File: src/rtl/cv32e40p_pkg.sv
// Shared definitions for the TMR multiplier fault-management slice.
package cv32e40p_pkg;

  // Fault manager operating modes
  typedef enum logic [1:0] {
    FM_MONITOR = 2'b00,
    FM_REPLAY  = 2'b01,
    FM_ALARM   = 2'b10
  } fault_mgr_state_e;

  // Bit positions of the voter mismatch flags in fault_src_i
  localparam int unsigned FM_SRC_RESULT = 32'd0;
  localparam int unsigned FM_SRC_MCYCLE = 32'd1;
  localparam int unsigned FM_SRC_MULH   = 32'd2;
  localparam int unsigned FM_SRC_READY  = 32'd3;

endpackage

File: src/rtl/cv32e40p_sat_counter.sv
// Saturating up-counter with synchronous clear; holds at all-ones.
// Intended for any TMR'd unit that needs a bounded event count (W >= 2).
module cv32e40p_sat_counter #(
  parameter int unsigned W = 8
) (
  input  logic         clk,
  input  logic         rst,
  input  logic         inc,
  input  logic         clr,
  output logic [W-1:0] cnt
);

  localparam logic [W-1:0] CNT_ZERO = {W{1'b0}};
  localparam logic [W-1:0] CNT_ONE  = {{(W-1){1'b0}}, 1'b1};
  localparam logic [W-1:0] CNT_MAX  = {W{1'b1}};

  // Count register: clear wins over increment, increment stops at all-ones
  always_ff @(posedge clk or posedge rst) begin
    if (rst) begin
      cnt <= CNT_ZERO;
    end else if (clr) begin
      cnt <= CNT_ZERO;
    end else if (inc && (cnt != CNT_MAX)) begin
      cnt <= cnt + CNT_ONE;
    end else begin
      cnt <= cnt;
    end
  end

endmodule

File: src/rtl/cv32e40p_tmr_fault_mgr.sv
// Fault manager behind the triplicated multiplier's voters: sticky status,
// saturating event count, bounded replay on transient faults and a latched
// permanent-fault alarm after repeated consecutive faulty samples.
module cv32e40p_tmr_fault_mgr
  import cv32e40p_pkg::*;
#(
  parameter int unsigned NUM_SRC       = 4,
  parameter int unsigned CNT_W         = 8,
  parameter int unsigned PERM_THRESH   = 3,
  parameter int unsigned REPLAY_CYCLES = 2
) (
  input  logic               clk,
  input  logic               rst,
  input  logic [NUM_SRC-1:0] fault_src_i,
  input  logic               sample_i,
  input  logic               clear_i,
  output logic [NUM_SRC-1:0] sticky_o,
  output logic [CNT_W-1:0]   fault_cnt_o,
  output logic               replay_req_o,
  output logic               stall_o,
  output logic               perm_fault_o,
  output logic               irq_o
);

  localparam logic [4:0] THRESH_C = 5'(PERM_THRESH);
  localparam logic [3:0] REPLAY_C = 4'(REPLAY_CYCLES);

  fault_mgr_state_e   state_r;
  fault_mgr_state_e   state_nxt_s;
  logic [3:0]         consec_r;
  logic [3:0]         consec_nxt_s;
  logic [3:0]         timer_r;
  logic [3:0]         timer_nxt_s;
  logic [NUM_SRC-1:0] sticky_r;
  logic [NUM_SRC-1:0] sticky_nxt_s;
  logic [4:0]         consec_inc_s;
  logic               fault_evt_s;
  logic               irq_r;
  logic               replay_req_r;
  logic               stall_r;
  logic               perm_fault_r;

  // Accepted event: qualified sample, any flag set, only while monitoring, and
  // a same-cycle clear drops it
  always_comb begin
    fault_evt_s  = sample_i & (|fault_src_i) & (state_r == FM_MONITOR) & ~clear_i;
    consec_inc_s = {1'b0, consec_r} + 5'd1;
  end

  // Next-state, sticky, consecutive-fault and replay-timer logic
  always_comb begin
    state_nxt_s  = state_r;
    consec_nxt_s = consec_r;
    timer_nxt_s  = timer_r;
    sticky_nxt_s = sticky_r;
    if (clear_i) begin
      state_nxt_s  = FM_MONITOR;
      consec_nxt_s = 4'd0;
      timer_nxt_s  = 4'd0;
      sticky_nxt_s = {NUM_SRC{1'b0}};
    end else begin
      case (state_r)
        FM_MONITOR: begin
          if (fault_evt_s) begin
            sticky_nxt_s = sticky_r | fault_src_i;
            consec_nxt_s = consec_inc_s[3:0];
            if (consec_inc_s >= THRESH_C) begin
              state_nxt_s = FM_ALARM;
              timer_nxt_s = 4'd0;
            end else begin
              state_nxt_s = FM_REPLAY;
              timer_nxt_s = REPLAY_C;
            end
          end else if (sample_i) begin
            // A clean sample breaks the run of consecutive faults
            consec_nxt_s = 4'd0;
          end else begin
            consec_nxt_s = consec_r;
          end
        end
        FM_REPLAY: begin
          if (timer_r <= 4'd1) begin
            state_nxt_s = FM_MONITOR;
            timer_nxt_s = 4'd0;
          end else begin
            timer_nxt_s = timer_r - 4'd1;
          end
        end
        FM_ALARM: begin
          state_nxt_s = FM_ALARM;
        end
        default: begin
          // Unreachable encoding: fall back to monitoring with a clean timer
          state_nxt_s = FM_MONITOR;
          timer_nxt_s = 4'd0;
        end
      endcase
    end
  end

  // State and status registers; flag outputs are derived from the next state
  // so they line up with the state they describe
  always_ff @(posedge clk or posedge rst) begin
    if (rst) begin
      state_r      <= FM_MONITOR;
      consec_r     <= 4'd0;
      timer_r      <= 4'd0;
      sticky_r     <= {NUM_SRC{1'b0}};
      irq_r        <= 1'b0;
      replay_req_r <= 1'b0;
      stall_r      <= 1'b0;
      perm_fault_r <= 1'b0;
    end else begin
      state_r      <= state_nxt_s;
      consec_r     <= consec_nxt_s;
      timer_r      <= timer_nxt_s;
      sticky_r     <= sticky_nxt_s;
      irq_r        <= fault_evt_s;
      replay_req_r <= (state_nxt_s == FM_REPLAY);
      stall_r      <= (state_nxt_s == FM_REPLAY) || (state_nxt_s == FM_ALARM);
      perm_fault_r <= (state_nxt_s == FM_ALARM);
    end
  end

  cv32e40p_sat_counter #(
    .W (CNT_W)
  ) u_fault_cnt (
    .clk (clk),
    .rst (rst),
    .inc (fault_evt_s),
    .clr (clear_i),
    .cnt (fault_cnt_o)
  );

  assign sticky_o     = sticky_r;
  assign irq_o        = irq_r;
  assign replay_req_o = replay_req_r;
  assign stall_o      = stall_r;
  assign perm_fault_o = perm_fault_r;

endmodule

File: config.mk
export PLATFORM = sky130hd
export DESIGN_NAME = cv32e40p_tmr_fault_mgr
export DESIGN_NICKNAME = d
export VERILOG_FILES = /design/src/rtl/cv32e40p_pkg.sv /design/src/rtl/cv32e40p_sat_counter.sv /design/src/rtl/cv32e40p_tmr_fault_mgr.sv
export SDC_FILE = /design/constraint.sdc
export NUM_CORES = 1
export LEC_CHECK = 0
export CAP_MARGIN = 25
export CORE_ASPECT_RATIO = 0.7
export CORE_MARGIN = 4
export CORE_UTILIZATION = 50
export CTS_CLUSTER_SIZE = 24
export DETAILED_ROUTE_END_ITERATION = 8
export PLACE_DENSITY = 0.72
export SYNTH_ARGS = -nofsm -noshare
export SYNTH_HDL_FRONTEND = slang
export SYNTH_HIERARCHICAL = 1
export SYNTH_SLANG_ARGS = --single-unit
export TNS_END_PERCENT = 10
File: constraint.sdc
create_clock -name clk -period 2.8 [get_ports clk]
set_input_delay 0.84 -clock clk [delete_from_list [all_inputs] [get_ports clk]]
set_output_delay 0.84 -clock clk [all_outputs]
set_load 0.05 [all_outputs]
==> flow_summary.json <==
{
  "status": "completed",
  "overflow": 0,
  "dieWidth_um": 72.0,
  "antenna_cells": 0,
  "grt_pass1_wl_um": 5660,
  "period_share_pct": 88.2,
  "gp_congestion": 0.897,
  "viasPerCell": 5.75,
  "synth_seq_cells": 26,
  "ir_worst_vdd_mv": 0.445,
  "syn-mean-instance-area_sq_um": 10.2,
  "slew_headroom_pct": 53.2,
  "synth_edf_count": 0,
  "multiInputGateArea_sq_um": 731,
  "drt_iter0_drc": 103,
  "power_per_cell_area_mw_per_mm2": 692,
  "critPathArrivalTime_ns": 2.63,
  "hold_path.class": "flip-flop to flip-flop",
  "cts_root_buf": "clkbuf_8",
  "areaGrowthSynthToFinish_pct": 25.6,
  "route.detailed.drc": 0,
  "worst_slew_pin_slew_ns": 0.701,
  "critPathLaunchType": "input port",
  "crit_path_end_kind": "flip-flop",
  "row_count": 15,
  "core_sq_mm": 0.00259,
  "cts_buffer_depth": 2,
  "path_clk_slew_ns": 0.09,
  "slew_violations": 0,
  "ff2ff_setup_slack_ns": 0.64,
  "worstRegToRegCells": 8,
  "layout_common_cells": "dfrtp_1, clkdlybuf4s50_1, nor2_1",
  "synth-seq-area-share_pct": 45.4,
  "syn-num-nets": 155,
  "grt_max_degree": 27,
  "setup_violations": 0,
  "routedWlPerCell_um": 16.0,
  "antenna_found_initial": 0,
  "ant_nets": 0,
  "final_common_cell": "dfrtp_1",
  "cts_setup_buffers": 0,
  "top_level_ports": 24,
  "dp_hpwl_um": 2450,
  "vias": 1168,
  "cap_violations": 0,
  "cts_buffers": 3,
  "worstPathRequired_ns": 2.96,
  "async_flop_share_pct": 100,
  "cts_resized": 0,
  "path_max_fanout": 4,
  "nets": 185,
  "rsz0062_at_grt": "false",
  "pre_cts_slack_ns": 0.0663,
  "cts_tree": "yes",
  "clock.fmax_mhz": 405,
  "synth_flop_cell": "dfrtp_1",
  "ys_types": 47,
  "fillers": 196,
  "die-area_sq_mm": 0.00380,
  "firstDrtPassIters": 4,
  "clock_skew_ns": 0.00506,
  "h-tree-depth": 1,
  "die_h_um": 52.8,
  "yosys_warnings": 6,
  "ctsHoldBuffers": 0,
  "synth_cells": 140,
  "wirelength_um": 3240,
  "initial_core_util_pct": 55.4,
  "portBuffers": 23,
  "drive_gt1_share_pct": 14.2,
  "seq_area_sq_um": 651,
  "min_path_cells": 2,
  "p_leak_nw": 0.820,
  "criticalPathCategory": "input port to flip-flop",
  "grtUsageTotal_pct": 19.6,
  "synth_area_sq_mm": 0.00143,
  "fin_setup_tns_ns": 0,
  "hold_viol_final": 0,
  "grt_pass1_vias": 1182,
  "finalCriticalPeriod_ns": 2.47,
  "clk_latency_ns": 0.27,
  "cts.sinks": 26,
  "setup_ws_ns": 0.330
}
logic make-up (layout without fill, tap and decap cells):
| kind of cell | Yosys count | in the layout | synth area share, % |
|---|---|---|---|
| flops | 26 | 26 | 45.4 |
| simple gates | 55 | 55 | 21.2 |
| buf+inv | 12 | 41 | 3.66 |
| compound gates | 35 | 35 | 18.8 |
| fa+ha+maj | 7 | 7 | 6.11 |
| mux | 5 | 5 | 4.89 |
area by class of cell:
cell class	count	area share, %
Tap cell	34	2.36
Sequential cell	26	36.1
Inverter	8	1.67
Multi-Input combinational cell	102	40.6
Clock buffer	3	2.29
Timing Repair Buffer	29	15.3
Clock inverter	1	1.67
worst max-delay path: stages:
cell and delay, ns:
clkdlybuf4s50_1 0.47, nor3b_4 0.21, nand2_2 0.07, nor2_1 0.18
nand4_1 0.24, a211oi_2 0.30, mux2_4 0.32
cell usage after synthesis (all sizes together) (4+ instances only):
library cell | number | area (sq um)
ha | 7 | 87.6
dfrtp | 26 | 651
nand3 | 4 | 20.0
nor2 | 16 | 60.1
a21oi | 13 | 72.6
mux2 | 4 | 60.1
inv | 8 | 30.0
nand2 | 10 | 40.0
nor2b | 4 | 25.0
registers in the layout, summed over array words and instances, names as in the netlist:
signal           cells
state_r              2
timer_r              4
sticky_o             4
consec_r             4
irq_o                1
stall_o              1
u_fault_cnt/cnt      8
replay_req_o         1
perm_fault_o         1
path summary, 6_finish.rpt:
kind | from | end
worst max-delay path | sample_i | u_fault_cnt/cnt[5]$_DFFE_PP0P_
worst min-delay path | sticky_o[0]$_DFFE_PP0P_ | sticky_o[0]$_DFFE_PP0P_
worst max register to register | consec_r[0]$_DFFE_PP0P_ | stall_o$_DFF_PP0_
worst min register to register | sticky_o[0]$_DFFE_PP0P_ | sticky_o[0]$_DFFE_PP0P_
max in group asynchronous | rst | sticky_o[2]$_DFFE_PP0P_
min in group asynchronous | rst | u_fault_cnt/cnt[1]$_DFFE_PP0P_
layer usage:
metal  track usage [%]  share of wire, %  wire (um)  up-vias
li1                  -                 -          -      559
met1              27.7                49       1590      569
met2              31.3                45       1470       36
met3              4.21               5.1        164        4
met4              3.75              0.71         23        0
met5                 0                 0          0        -
per-stage QoR:
stage | instance area (sq um) | cells | hold WS, ns | util [%] | total power, mW
after global routing | 1800 | 203 | 0.548 | 69.5 | 1.32
after CTS | 1800 | 203 | 0.516 | 69.5 | 1.25
final | 1800 | 203 | 0.507 | 69.5 | 1.25
after floorplan | 1430 | 140 | 0.488 | - | 0.788
after global placement | 1730 | 199 | 0.485 | 66.8 | 0.932
after detailed placement | 1730 | 199 | 0.495 | 66.8 | 0.945
power by group:
part	switching [mW]	internal, mW	total (mW)
combinational	0.266	0.184	0.450
sequential	0.0583	0.430	0.489
clock	0.116	0.191	0.308
total	0.441	0.805	1.25
(Power assumes the default switching activity.)
